===== config.mk =====
export PLATFORM = sky130hd
export DESIGN_NAME = sha_nonce_scheduler
export DESIGN_NICKNAME = d
export VERILOG_FILES = /design/src/rtl/sha_nonce_scheduler_pkg.sv /design/src/rtl/sha_found_slot.sv /design/src/rtl/sha_nonce_scheduler.sv
export SDC_FILE = /design/constraint.sdc
export NUM_CORES = 1
export LEC_CHECK = 0
export CORE_ASPECT_RATIO = 0.7
export CORE_MARGIN = 2
export CORE_UTILIZATION = 55
export DETAILED_ROUTE_END_ITERATION = 8
export GPL_TIMING_DRIVEN = 0
export PLACE_DENSITY = 0.84
export SYNTH_ARGS = -nofsm -noshare
export SYNTH_HDL_FRONTEND = slang
export SYNTH_SLANG_ARGS = --single-unit

===== constraint.sdc =====
create_clock -name i_clk -period 9.15 [get_ports i_clk]
set_input_delay 2.2875 -clock i_clk [delete_from_list [all_inputs] [get_ports i_clk]]
set_output_delay 2.2875 -clock i_clk [all_outputs]
set_load 0.005 [all_outputs]

===== src/rtl/sha_nonce_scheduler_pkg.sv =====
// Shared types and constants for the nonce scheduler and its found-nonce slot.
package sha_nonce_scheduler_pkg;

    localparam int NONCE_W = 32;

    typedef enum logic [1:0] {
        ST_IDLE  = 2'd0,
        ST_START = 2'd1,
        ST_RUN   = 2'd2,
        ST_DRAIN = 2'd3
    } state_t;

endpackage


===== src/rtl/sha_found_slot.sv =====
// One-entry winner register: loads next cycle when empty or being drained the same cycle.
// Holds until i_rdy; a winner arriving while full is dropped and flagged in sticky o_ovf.
module sha_found_slot
    import sha_nonce_scheduler_pkg::*;
(
    input  logic               i_clk,
    input  logic               i_rst,
    input  logic               i_load_vld,
    input  logic [NONCE_W-1:0] i_load_dat,
    input  logic               i_clr_ovf,
    input  logic               i_rdy,
    output logic               o_vld,
    output logic [NONCE_W-1:0] o_dat,
    output logic               o_ovf
);

    logic               r_vld;
    logic [NONCE_W-1:0] r_dat;
    logic               r_ovf;
    logic               w_take;
    logic               w_accept;

    assign w_take   = r_vld && i_rdy;
    assign w_accept = i_load_vld && (!r_vld || w_take);

    always_ff @(posedge i_clk) begin
        if (!i_rst) begin
            r_vld <= 1'b0;
            r_dat <= '0;
            r_ovf <= 1'b0;
        end else begin
            if (w_accept) begin
                r_dat <= i_load_dat;
                r_vld <= 1'b1;
            end else if (w_take) begin
                r_vld <= 1'b0;
            end
            // A lost winner outranks the clear so it is never silently hidden.
            if (i_load_vld && !w_accept) begin
                r_ovf <= 1'b1;
            end else if (i_clr_ovf) begin
                r_ovf <= 1'b0;
            end
        end
    end

    assign o_vld = r_vld;
    assign o_dat = r_dat;
    assign o_ovf = r_ovf;

endmodule


===== src/rtl/sha_nonce_scheduler.sv =====
// Feeds one pipelined double-SHA core: newblock beat, then one nonce per cycle; matches results.
// Job accepted -> first beat next cycle; hit -> found next cycle; beats never stall, slot overflows.
module sha_nonce_scheduler
    import sha_nonce_scheduler_pkg::*;
#(
    parameter logic [NONCE_W-1:0] PROCESSORINDEX = '0,
    parameter logic [NONCE_W-1:0] NUMPROCESSORS  = 32'd1,
    parameter int                 MAX_INFLIGHT   = 256
) (
    input  logic               i_clk,
    input  logic               i_rst,
    input  logic               i_job_valid,
    output logic               o_job_ready,
    input  logic [NONCE_W-1:0] i_job_target,
    input  logic               i_abort,
    output logic               o_core_valid,
    output logic               o_core_newblock,
    output logic [NONCE_W-1:0] o_core_nonce,
    input  logic               i_res_valid,
    input  logic               i_res_newblock,
    input  logic [NONCE_W-1:0] i_res_hash_top,
    output logic               o_found_valid,
    input  logic               i_found_ready,
    output logic [NONCE_W-1:0] o_found_nonce,
    output logic               o_busy,
    output logic               o_overflow
);

    localparam int CNT_W = $clog2(MAX_INFLIGHT + 1);

    state_t             r_state;
    state_t             w_state_nxt;
    logic [NONCE_W-1:0] r_nonce_ctr;
    logic [NONCE_W-1:0] r_target;
    logic [NONCE_W-1:0] r_ret_nonce;
    logic [CNT_W-1:0]   r_inflight;
    logic               r_job_ok;
    logic               r_synced;
    logic               r_abort_pend;

    logic               w_job_acc;
    logic               w_beat;
    logic               w_newblock;
    logic               w_abort_hon;
    logic               w_drain_done;
    logic               w_abort_now;
    logic [NONCE_W:0]   w_sum;
    logic [NONCE_W-1:0] w_res_nonce;
    logic               w_res_dec;
    logic               w_hit;

    assign w_sum     = {1'b0, r_nonce_ctr} + {1'b0, NUMPROCESSORS};
    assign w_job_acc = (r_state == ST_IDLE) && i_job_valid;

    always_comb begin
        w_state_nxt  = r_state;
        w_beat       = 1'b0;
        w_newblock   = 1'b0;
        w_abort_hon  = 1'b0;
        w_drain_done = 1'b0;
        case (r_state)
            ST_IDLE: begin
                if (i_job_valid) w_state_nxt = ST_START;
            end
            ST_START: begin
                w_beat      = 1'b1;
                w_newblock  = 1'b1;
                w_state_nxt = ST_RUN;
            end
            ST_RUN: begin
                if (i_abort || r_abort_pend) begin
                    w_abort_hon = 1'b1;
                    w_state_nxt = ST_DRAIN;
                end else begin
                    w_beat = 1'b1;
                    // Carry out means the next nonce would wrap: this beat is the last one.
                    if (w_sum[NONCE_W]) w_state_nxt = ST_DRAIN;
                end
            end
            ST_DRAIN: begin
                if (r_inflight == '0 && !i_res_valid) begin
                    w_drain_done = 1'b1;
                    w_state_nxt  = ST_IDLE;
                end
            end
            default: w_state_nxt = ST_IDLE;
        endcase
    end

    assign w_abort_now = ((r_state == ST_START) && i_abort) || w_abort_hon;
    assign w_res_nonce = i_res_newblock ? PROCESSORINDEX : r_ret_nonce;
    assign w_res_dec   = i_res_valid && (r_inflight != '0);
    // Results only count once this job's newblock has come back and the job was not aborted.
    assign w_hit       = i_res_valid && r_job_ok && (i_res_newblock || r_synced)
                         && (i_res_hash_top <= r_target);

    always_ff @(posedge i_clk) begin
        if (!i_rst) begin
            r_state      <= ST_IDLE;
            r_nonce_ctr  <= '0;
            r_target     <= '0;
            r_ret_nonce  <= '0;
            r_inflight   <= '0;
            r_job_ok     <= 1'b0;
            r_synced     <= 1'b0;
            r_abort_pend <= 1'b0;
        end else begin
            r_state      <= w_state_nxt;
            r_abort_pend <= (r_state == ST_START) && i_abort;
            if (w_job_acc) begin
                r_target    <= i_job_target;
                r_nonce_ctr <= PROCESSORINDEX;
            end else if (w_beat) begin
                r_nonce_ctr <= w_sum[NONCE_W-1:0];
            end
            if (w_job_acc) begin
                r_job_ok <= 1'b1;
            end else if (w_abort_now || w_drain_done) begin
                r_job_ok <= 1'b0;
            end
            if (w_job_acc) begin
                r_synced <= 1'b0;
            end else if (i_res_valid && i_res_newblock) begin
                r_synced <= 1'b1;
            end
            if (i_res_valid) r_ret_nonce <= w_res_nonce + NUMPROCESSORS;
            if (w_beat && !w_res_dec) begin
                if (r_inflight < CNT_W'(MAX_INFLIGHT)) r_inflight <= r_inflight + 1'b1;
            end else if (!w_beat && w_res_dec) begin
                r_inflight <= r_inflight - 1'b1;
            end
        end
    end

    sha_found_slot u_found_slot (
        .i_clk      (i_clk),
        .i_rst      (i_rst),
        .i_load_vld (w_hit),
        .i_load_dat (w_res_nonce),
        .i_clr_ovf  (w_job_acc),
        .i_rdy      (i_found_ready),
        .o_vld      (o_found_valid),
        .o_dat      (o_found_nonce),
        .o_ovf      (o_overflow)
    );

    assign o_job_ready     = (r_state == ST_IDLE);
    assign o_busy          = (r_state != ST_IDLE);
    assign o_core_valid    = w_beat;
    assign o_core_newblock = w_newblock;
    assign o_core_nonce    = w_beat ? r_nonce_ctr : '0;

endmodule


==> impl_metrics.toml, run 1 <==
[clock_tree]
htreeDepth = 4
tritoncts = "built"
cts_buffers = 17
hold_buffers = 0
post_cts_buffers = 0
clk_latency_ns = 0.42
clockBufferDepth = 2
cts.clk_slew.worst_paths_ns = 0.06
ctsResizeCount = 0
cts_sinks = 144
clockRootBuffer = "clkbuf_16"

[floorplan]
dieArea_mm2 = 0.01403
io_pins = 141
die_h_um = 99.69
fp-row-count = 34
initial_core_util_pct = 57.13
core_area_mm2 = 0.01259
die_x_um = 140.7

[grt]
grt_max_degree = 17
grt_pass1_vias = 6525
antenna_found_initial = 0
grt_usage_pct = 28.17
grt_overflow = 0
grt_pass1_wl_mm = 31.76

[worst_hold_path]
min_to = "r_target[1]"
hold_path.class = "reg2reg"
worstHoldPathCells = 2
hold_start = "r_target[1]"

[sta]
setup_viol = 0
hold_violations = 0
fin_crit_sh_pct = 85.13
clock_skew_ns = 0.009899
period_needed_ns = 7.789
tightest_slew_ns = 0.7476
rsz0062_at_grt = "no"
final.setup.tns_ns = 0
relSlewSlack_pct = 50.11
drv_slew = 0
fmax_mhz = 128.4
fin_ws_ns = 1.361

[critical_path]
critPathCaptureType = "output port"
cp_common_cell = "clkbuf_1"
worstPathCellList = "clkdlybuf4s50_1 > nor3b_1 > o21ai_1 > clkbuf_1 > inv_1 > clkbuf_1 > clkbuf_1 > and2_1 > clkdlybuf4s50_1"
r2r_end = "r_inflight[7]"
startpoint_type = "input pin"
r2r_slack_ns = 5.19
critPathArrivalTime_ns = 5.50
crit_slowest_cell = "nor3b_1"
crit_family = "buffers and inverters"
required_ns = 6.86
crit_fanout = 10
r2r_cells = 15
critPathMaxStageDelay_ns = 0.58
criticalPathCategory = "in2out"
r2r-start = "r_state[0]"
cp_num_buf_inv = 6

[layout]
final_layout_size_suffix_gt1_share_pct = 3.878
area_delta_synth_final_pct = 30.30
final_area_mm2 = 0.009374
n_antenna_cell = 0
nets = 1187

[yosys]
synth_edf_count = 0
syn_area_mm2 = 0.007194
synth_warnings = 0
synth_simple_gate_area_share_pct = 27.15
syn_nets = 1030
synth_top_family_by_area = "simple AND/OR/NAND/NOR gates"
synth.top_cell.area_share_pct = 40.07
netlist_instances = 913
postSynthAreaPerCell_um2 = 7.880
ys_ff_latch = 144
synth_xor_area_share_pct = 6.574
ys_types = 54
yosysSeqAreaShare_pct = 40.07
synth-main-ff-cell = "dfxtp_1"
muxShareOfSynthArea_pct = 1.530
synth_area_leaders = "dfxtp_1, nand2_1, ha_1"
synth_compound_area_share_pct = 11.55
synth_area_leader_cell = "dfxtp_1"
synth_adder_area_share_pct = 8.104
async_flop_share_pct = 0

[drt]
wl_mm = 19.11
first_pass_iters = 5
first_iter_violations = 560
via_per_inst = 5.524
postRouteAntennaNets = 0
wire_per_inst_um = 15.35
vias = 6878
drc = 0

[place]
port_buffers = 138
placed_area_mm2 = 0.008778
hpwl_mm = 13.79
gp_congestion = 0.9126
dp_slack_ns = 1.549

[pwr]
power_density_mw_per_mm2 = 207.5
p_total_mw = 1.945
max-vdd-ir-drop_v = 0.0001520
power.leakage_nw = 3.435

[run]
max_cap_violations = 0

[run_status]
status = "finished, final reports clean"
==> cell usage after synthesis, types with 2 or more instances <==
master / number
or4_4: 2
nor3_1: 12
inv_1: 53
o21bai_1: 2
and2_1: 31
nor3b_1: 3
dfxtp_1: 144
buf_1: 3
nand3_1: 63
o31ai_1: 2
o21ai_0: 50
xor2_1: 20
or3_1: 8
nor2b_1: 6
xnor2_1: 34
a21o_1: 4
o211a_1: 2
o21a_1: 4
nor4_1: 6
o211ai_1: 3
nand2b_1: 6
and4_1: 2
nand4_1: 17
and3_1: 10
nand2_1: 154
nor4_2: 2
a21oi_1: 66
nor2_1: 85
ha_1: 45
a311oi_1: 2
mux2i_1: 11
clkbuf_1: 39
==> logic make-up after synthesis <==
| family | count (synthesis) |
|---|---|
| AOI/OAI and AO/OA | 147 |
| xor gates and xnor gates | 54 |
| adders and majority gates | 46 |
| buffers and inverters | 96 |
| muxes | 11 |
| DFF | 144 |
| and+or+nand+nor | 415 |
==> worst max-delay path by stage <==
stage / start / end / slack (ns) / cells past startpoint
after floorplan: i_abort / o_core_nonce[19] / 3.10 / 7
after global placement: i_abort / o_core_nonce[5] / 1.52 / 9
after detailed placement: i_abort / o_core_nonce[8] / 1.55 / 9
after CTS: i_abort / o_core_nonce[27] / 1.37 / 9
after global routing: i_abort / o_core_nonce[21] / 1.07 / 9
final: i_abort / o_core_nonce[27] / 1.36 / 9
==> stage by stage <==
| step | util, % | hold WS (ns) | instances |
|---|---|---|---|
| 2_1_floorplan | - | 0.4363 | 913 |
| 3_3_place_gp | 69.71 | 0.4427 | 1213 |
| 3_5_place_dp | 69.71 | 0.4470 | 1213 |
| 4_1_cts | 74.44 | 0.4557 | 1245 |
| 5_1_grt | 74.44 | 0.4752 | 1245 |
| 6_report | 74.44 | 0.4545 | 1245 |
==> area by class of cell <==
cell class / count / area, µm²
fillers: 957 / 3218
repair buffers: 138 / 1381
plain buffers: 43 / 162.7
clock inverters: 15 / 170.2
multi-input cells: 673 / 3950
flip-flops and latches: 144 / 2883
inverters: 53 / 198.9
clock buffers: 17 / 425.4
well taps: 162 / 202.7
==> flip-flops by register name (all words and copies together), names as in the netlist <==
register	cells
r_inflight	9
r_nonce_ctr	32
r_state	2
r_abort_pend	1
u_found_slot.o_dat	32
r_target	32
u_found_slot.o_vld	1
u_found_slot.o_ovf	1
r_synced	1
r_job_ok	1
r_ret_nonce	32
==> layout by cell type (no fill, tap or decap), drive strengths merged, types with 2 or more instances in the layout <==
cell type	netlist	routed
or2	2	2
buf	4	4
and2	31	31
nor2b	6	6
xnor2	34	34
or3	8	8
and3	10	10
dfxtp	144	144
nand2b	6	6
a311oi	2	2
xor2	20	20
nor3	12	12
o211a	2	2
o21bai	2	2
nand4	18	18
o21ai	52	52
bufinv	0	2
nor3b	3	3
a21oi	67	67
ha	45	45
clkinvlp	0	4
o31ai	2	2
a21o	4	4
mux2i	11	11
o211ai	3	3
o21a	4	4
inv	53	61
nor2	85	85
and4	2	2
clkbuf	39	56
clkdlybuf4s50	0	138
nand3	64	64
or4	3	3
nor4	8	8
nand2	154	154
==> worst register-to-register path, delay by kind of cell, from the launching register on <==
| kind | cells | cell delay (ns) |
|---|---|---|
| AO/OA/AOI/OAI | 5 | 1.12 |
| AND/OR/NAND/NOR | 3 | 0.93 |
| buffers and inverters | 3 | 0.61 |
| adder cells (fa/ha/maj) | 2 | 0.58 |
| flip-flops | 1 | 0.35 |
| multiplexers | 1 | 0.14 |
| XOR/XNOR | 1 | 0.12 |
==> where the power goes <==
group | internal [mW] | switching, mW | total, mW | leakage (nW)
clock | 0.410 | 0.294 | 0.704 | 0.282
combinational | 0.229 | 0.310 | 0.538 | 1.99
sequential | 0.672 | 0.0306 | 0.702 | 1.17
==> layer usage <==
metal  up-vias  share of wire [%]  global-route usage (%)  routed length [µm]
li1       3395                  -                       -                   -
met1      3182                 48                   39.51                9099
met2       273                 43                   44.28                8291
met3        28                7.7                   6.403                1466
met4         0                1.3                   7.154                 254
met5         -                  0                       0                   0
No activity file was read; power rests on OpenSTA's default activity.
==> run 2, diff against run 1 <==
--- a/config.mk
+++ b/config.mk
@@ -5,6 +5,7 @@
 export SDC_FILE = /design/constraint.sdc
 export NUM_CORES = 1
 export LEC_CHECK = 0
+export CAP_MARGIN = 20
 export CORE_ASPECT_RATIO = 0.7
 export CORE_MARGIN = 2
 export CORE_UTILIZATION = 55
==> results of run 2 <==
Final layout, timing and power as in run 1 (identical DEF).
==> run 3, diff against run 2 <==
--- a/config.mk
+++ b/config.mk
@@ -12,6 +12,7 @@
 export DETAILED_ROUTE_END_ITERATION = 8
 export GPL_TIMING_DRIVEN = 0
 export PLACE_DENSITY = 0.84
+export SKIP_LAST_GASP = 1
 export SYNTH_ARGS = -nofsm -noshare
 export SYNTH_HDL_FRONTEND = slang
 export SYNTH_SLANG_ARGS = --single-unit
==> results of run 3 <==
Final layout, timing and power as in run 1 (identical DEF).
==> edit: new RTL, flow settings as in run 1 <==
Register the input `i_job_target` before use. The logic sees it one clock later. The other inputs are not delayed to match.
--- a/src/rtl/sha_nonce_scheduler.sv
+++ b/src/rtl/sha_nonce_scheduler.sv
@@ -29,2 +29,8 @@
     localparam int CNT_W = $clog2(MAX_INFLIGHT + 1);
+
+    logic [NONCE_W-1:0] i_job_target_q;
+
+    always_ff @(posedge i_clk) begin
+        i_job_target_q <= i_job_target;
+    end
 
@@ -110,3 +116,3 @@
             if (w_job_acc) begin
-                r_target    <= i_job_target;
+                r_target    <= i_job_target_q;
                 r_nonce_ctr <= PROCESSORINDEX;
Function: changed (a bounded check fails within 4 cycles, from zero or initial values and one cycle with i_rst low).
==> edit against run 1 <==
Final area is 7.0% higher. Maximum frequency grew 13%. Sequential power increased by 21%. Setup slack gained 0.89 ns. Combinational power increased by 0.9%. Sequential cell count rose by 32. Core utilization is 2.4 points lower. Routed wire length fell by 2.0%. Synthesized area rose by 9.0%. Clock skew rose by 0.0040 ns. Power grew 7.8%.
==> edit: results (changes against run 1) <==
* Hold Crit Start: i_job_target_q[20]
* # nets final at 1,168 (-1.6%)
* Synth top area cells: dfxtp_1 (45%), ha_1 (7.2%), nand2_1 (6.0%)
* Crit path DAT at 4.61 ns (-0.89 ns)
* Placed instance area at 0.00946 mm^2 (+7.8%)
* Post-DR wirelength/cell at 14.9 um (-2.7%)
* Worst path slowest cell: clkdlybuf4s50_1
* DP HPWL at 13,800 um (+0.20%)
* Post-synthesis sequential area ratio at 44.9% (+4.8 points)
* Clock Skew at 0.0139 ns (+0.00401 ns)
* Clk_lat worst skew at 0.44 ns (+0.02 ns)
* Pin count of the biggest net entering global routing at 19 (+2)
* Hold Path End: r_target[20]
* R2R Path End: r_inflight[8]
* Leak pwr at 3.78 nW (+9.9%)
* Layout cells sized above 1 at 4.98% (+1.1 points)
* Post-synthesis cell type count at 57 (+5.6%)
* Status: finished clean
* Syn_nets at 1,011 (-1.8%)
* Total GRT Usage at 25.0% (-3.2 points)
* R2R Setup Slk at 5.53 ns (+0.34 ns)
* Iter 0 DRT Violations at 392 (-30%)
* Largest stage delay, worst path at 0.50 ns (-0.08 ns)
* Vias in the first global route at 6,511 (-0.21%)
* Peak supply drop at 160 uV (+5.3%)
* Via Count at 6,779 (-1.4%)
[edit: changes by cell type in the layout (fill, tap and decap cells not counted), moves of 20 or more]
cell | before | now
o21ai_0 | 50 | 16
nand3_1 | 63 | 30
dfxtp_1 | 144 | 176
nand2_1 | 154 | 125
a22o_1 | 0 | 20
xnor2_1 | 34 | 14
[edit: per-stage QoR]
step                total power [mW]  setup WS (ns)  hold slack [ns]
floorplan                       1.24           3.59            0.417
global placement                1.38           2.35            0.421
detailed placement              1.40           2.30            0.426
CTS                             2.09           2.26            0.437
global route                    2.20           2.10            0.440
finish                          2.10           2.25            0.436
[edit: final cells by class]
cell class / count / area, um^2
Sequential cell: 176 / 3520
Clock inverter: 15 / 138
Fill cell: 1026 / 3890
Multi-Input combinational cell: 636 / 3990
Buffer: 39 / 165
Tap cell: 190 / 238
Clock buffer: 17 / 425
Timing Repair Buffer: 138 / 1380
Inverter: 43 / 161
[edit: kinds of logic (layout without fill, tap and decap cells)]
group           count (synthesis)  after routing  synth area share [%]
xor+xnor                       48             48                  5.36
simple gates                  382            382                  24.3
buf+inv                        82            252                  4.16
mux                            11             11                  1.42
compound gates                149            149                  12.4
flops                         176            176                  44.9
fa+ha+maj                      46             46                  7.43
[edit: routing by layer]
metal | vias up | GRT usage, % | wire, um
met3 | 34 | 6.01 | 1280
met2 | 220 | 38.4 | 8150
met5 | - | 0 | 0
met1 | 3141 | 35.1 | 8980
met4 | 0 | 7.14 | 328
li1 | 3384 | - | -
[edit: report_power, final]
part	internal (mW)	leakage, nW	switching [mW]
sequential	0.818	1.44	0.0337
combinational	0.229	2.06	0.314
clock	0.361	0.280	0.340
total	1.41	3.78	0.688
[edit: how the worst max path moves through the flow]
stage | cells past startpoint | slack [ns] | end | startpoint
2_1_floorplan | 6 | 3.59 | o_core_nonce[22] | i_abort
3_3_place_gp | 8 | 2.35 | o_core_nonce[23] | i_abort
3_5_place_dp | 8 | 2.30 | o_core_nonce[26] | i_abort
4_1_cts | 8 | 2.26 | o_core_nonce[26] | i_abort
5_1_grt | 8 | 2.10 | o_core_nonce[27] | i_abort
6_report | 8 | 2.25 | o_core_nonce[23] | i_abort
[edit: worst register-to-register path, cell delays in order (launching register included)]
cell and delay, ns:
dfxtp_1 0.34, inv_1 0.09, ha_1 0.20, nor3b_1 0.31, o21ai_1 0.20, inv_1 0.11
buf_2 0.23, nand2_1 0.31, fa_1 0.50, a21o_1 0.20, a21oi_1 0.24, o21ai_0 0.16
nor4_1 0.23, nor3_1 0.13, mux2i_1 0.16, a21oi_1 0.08
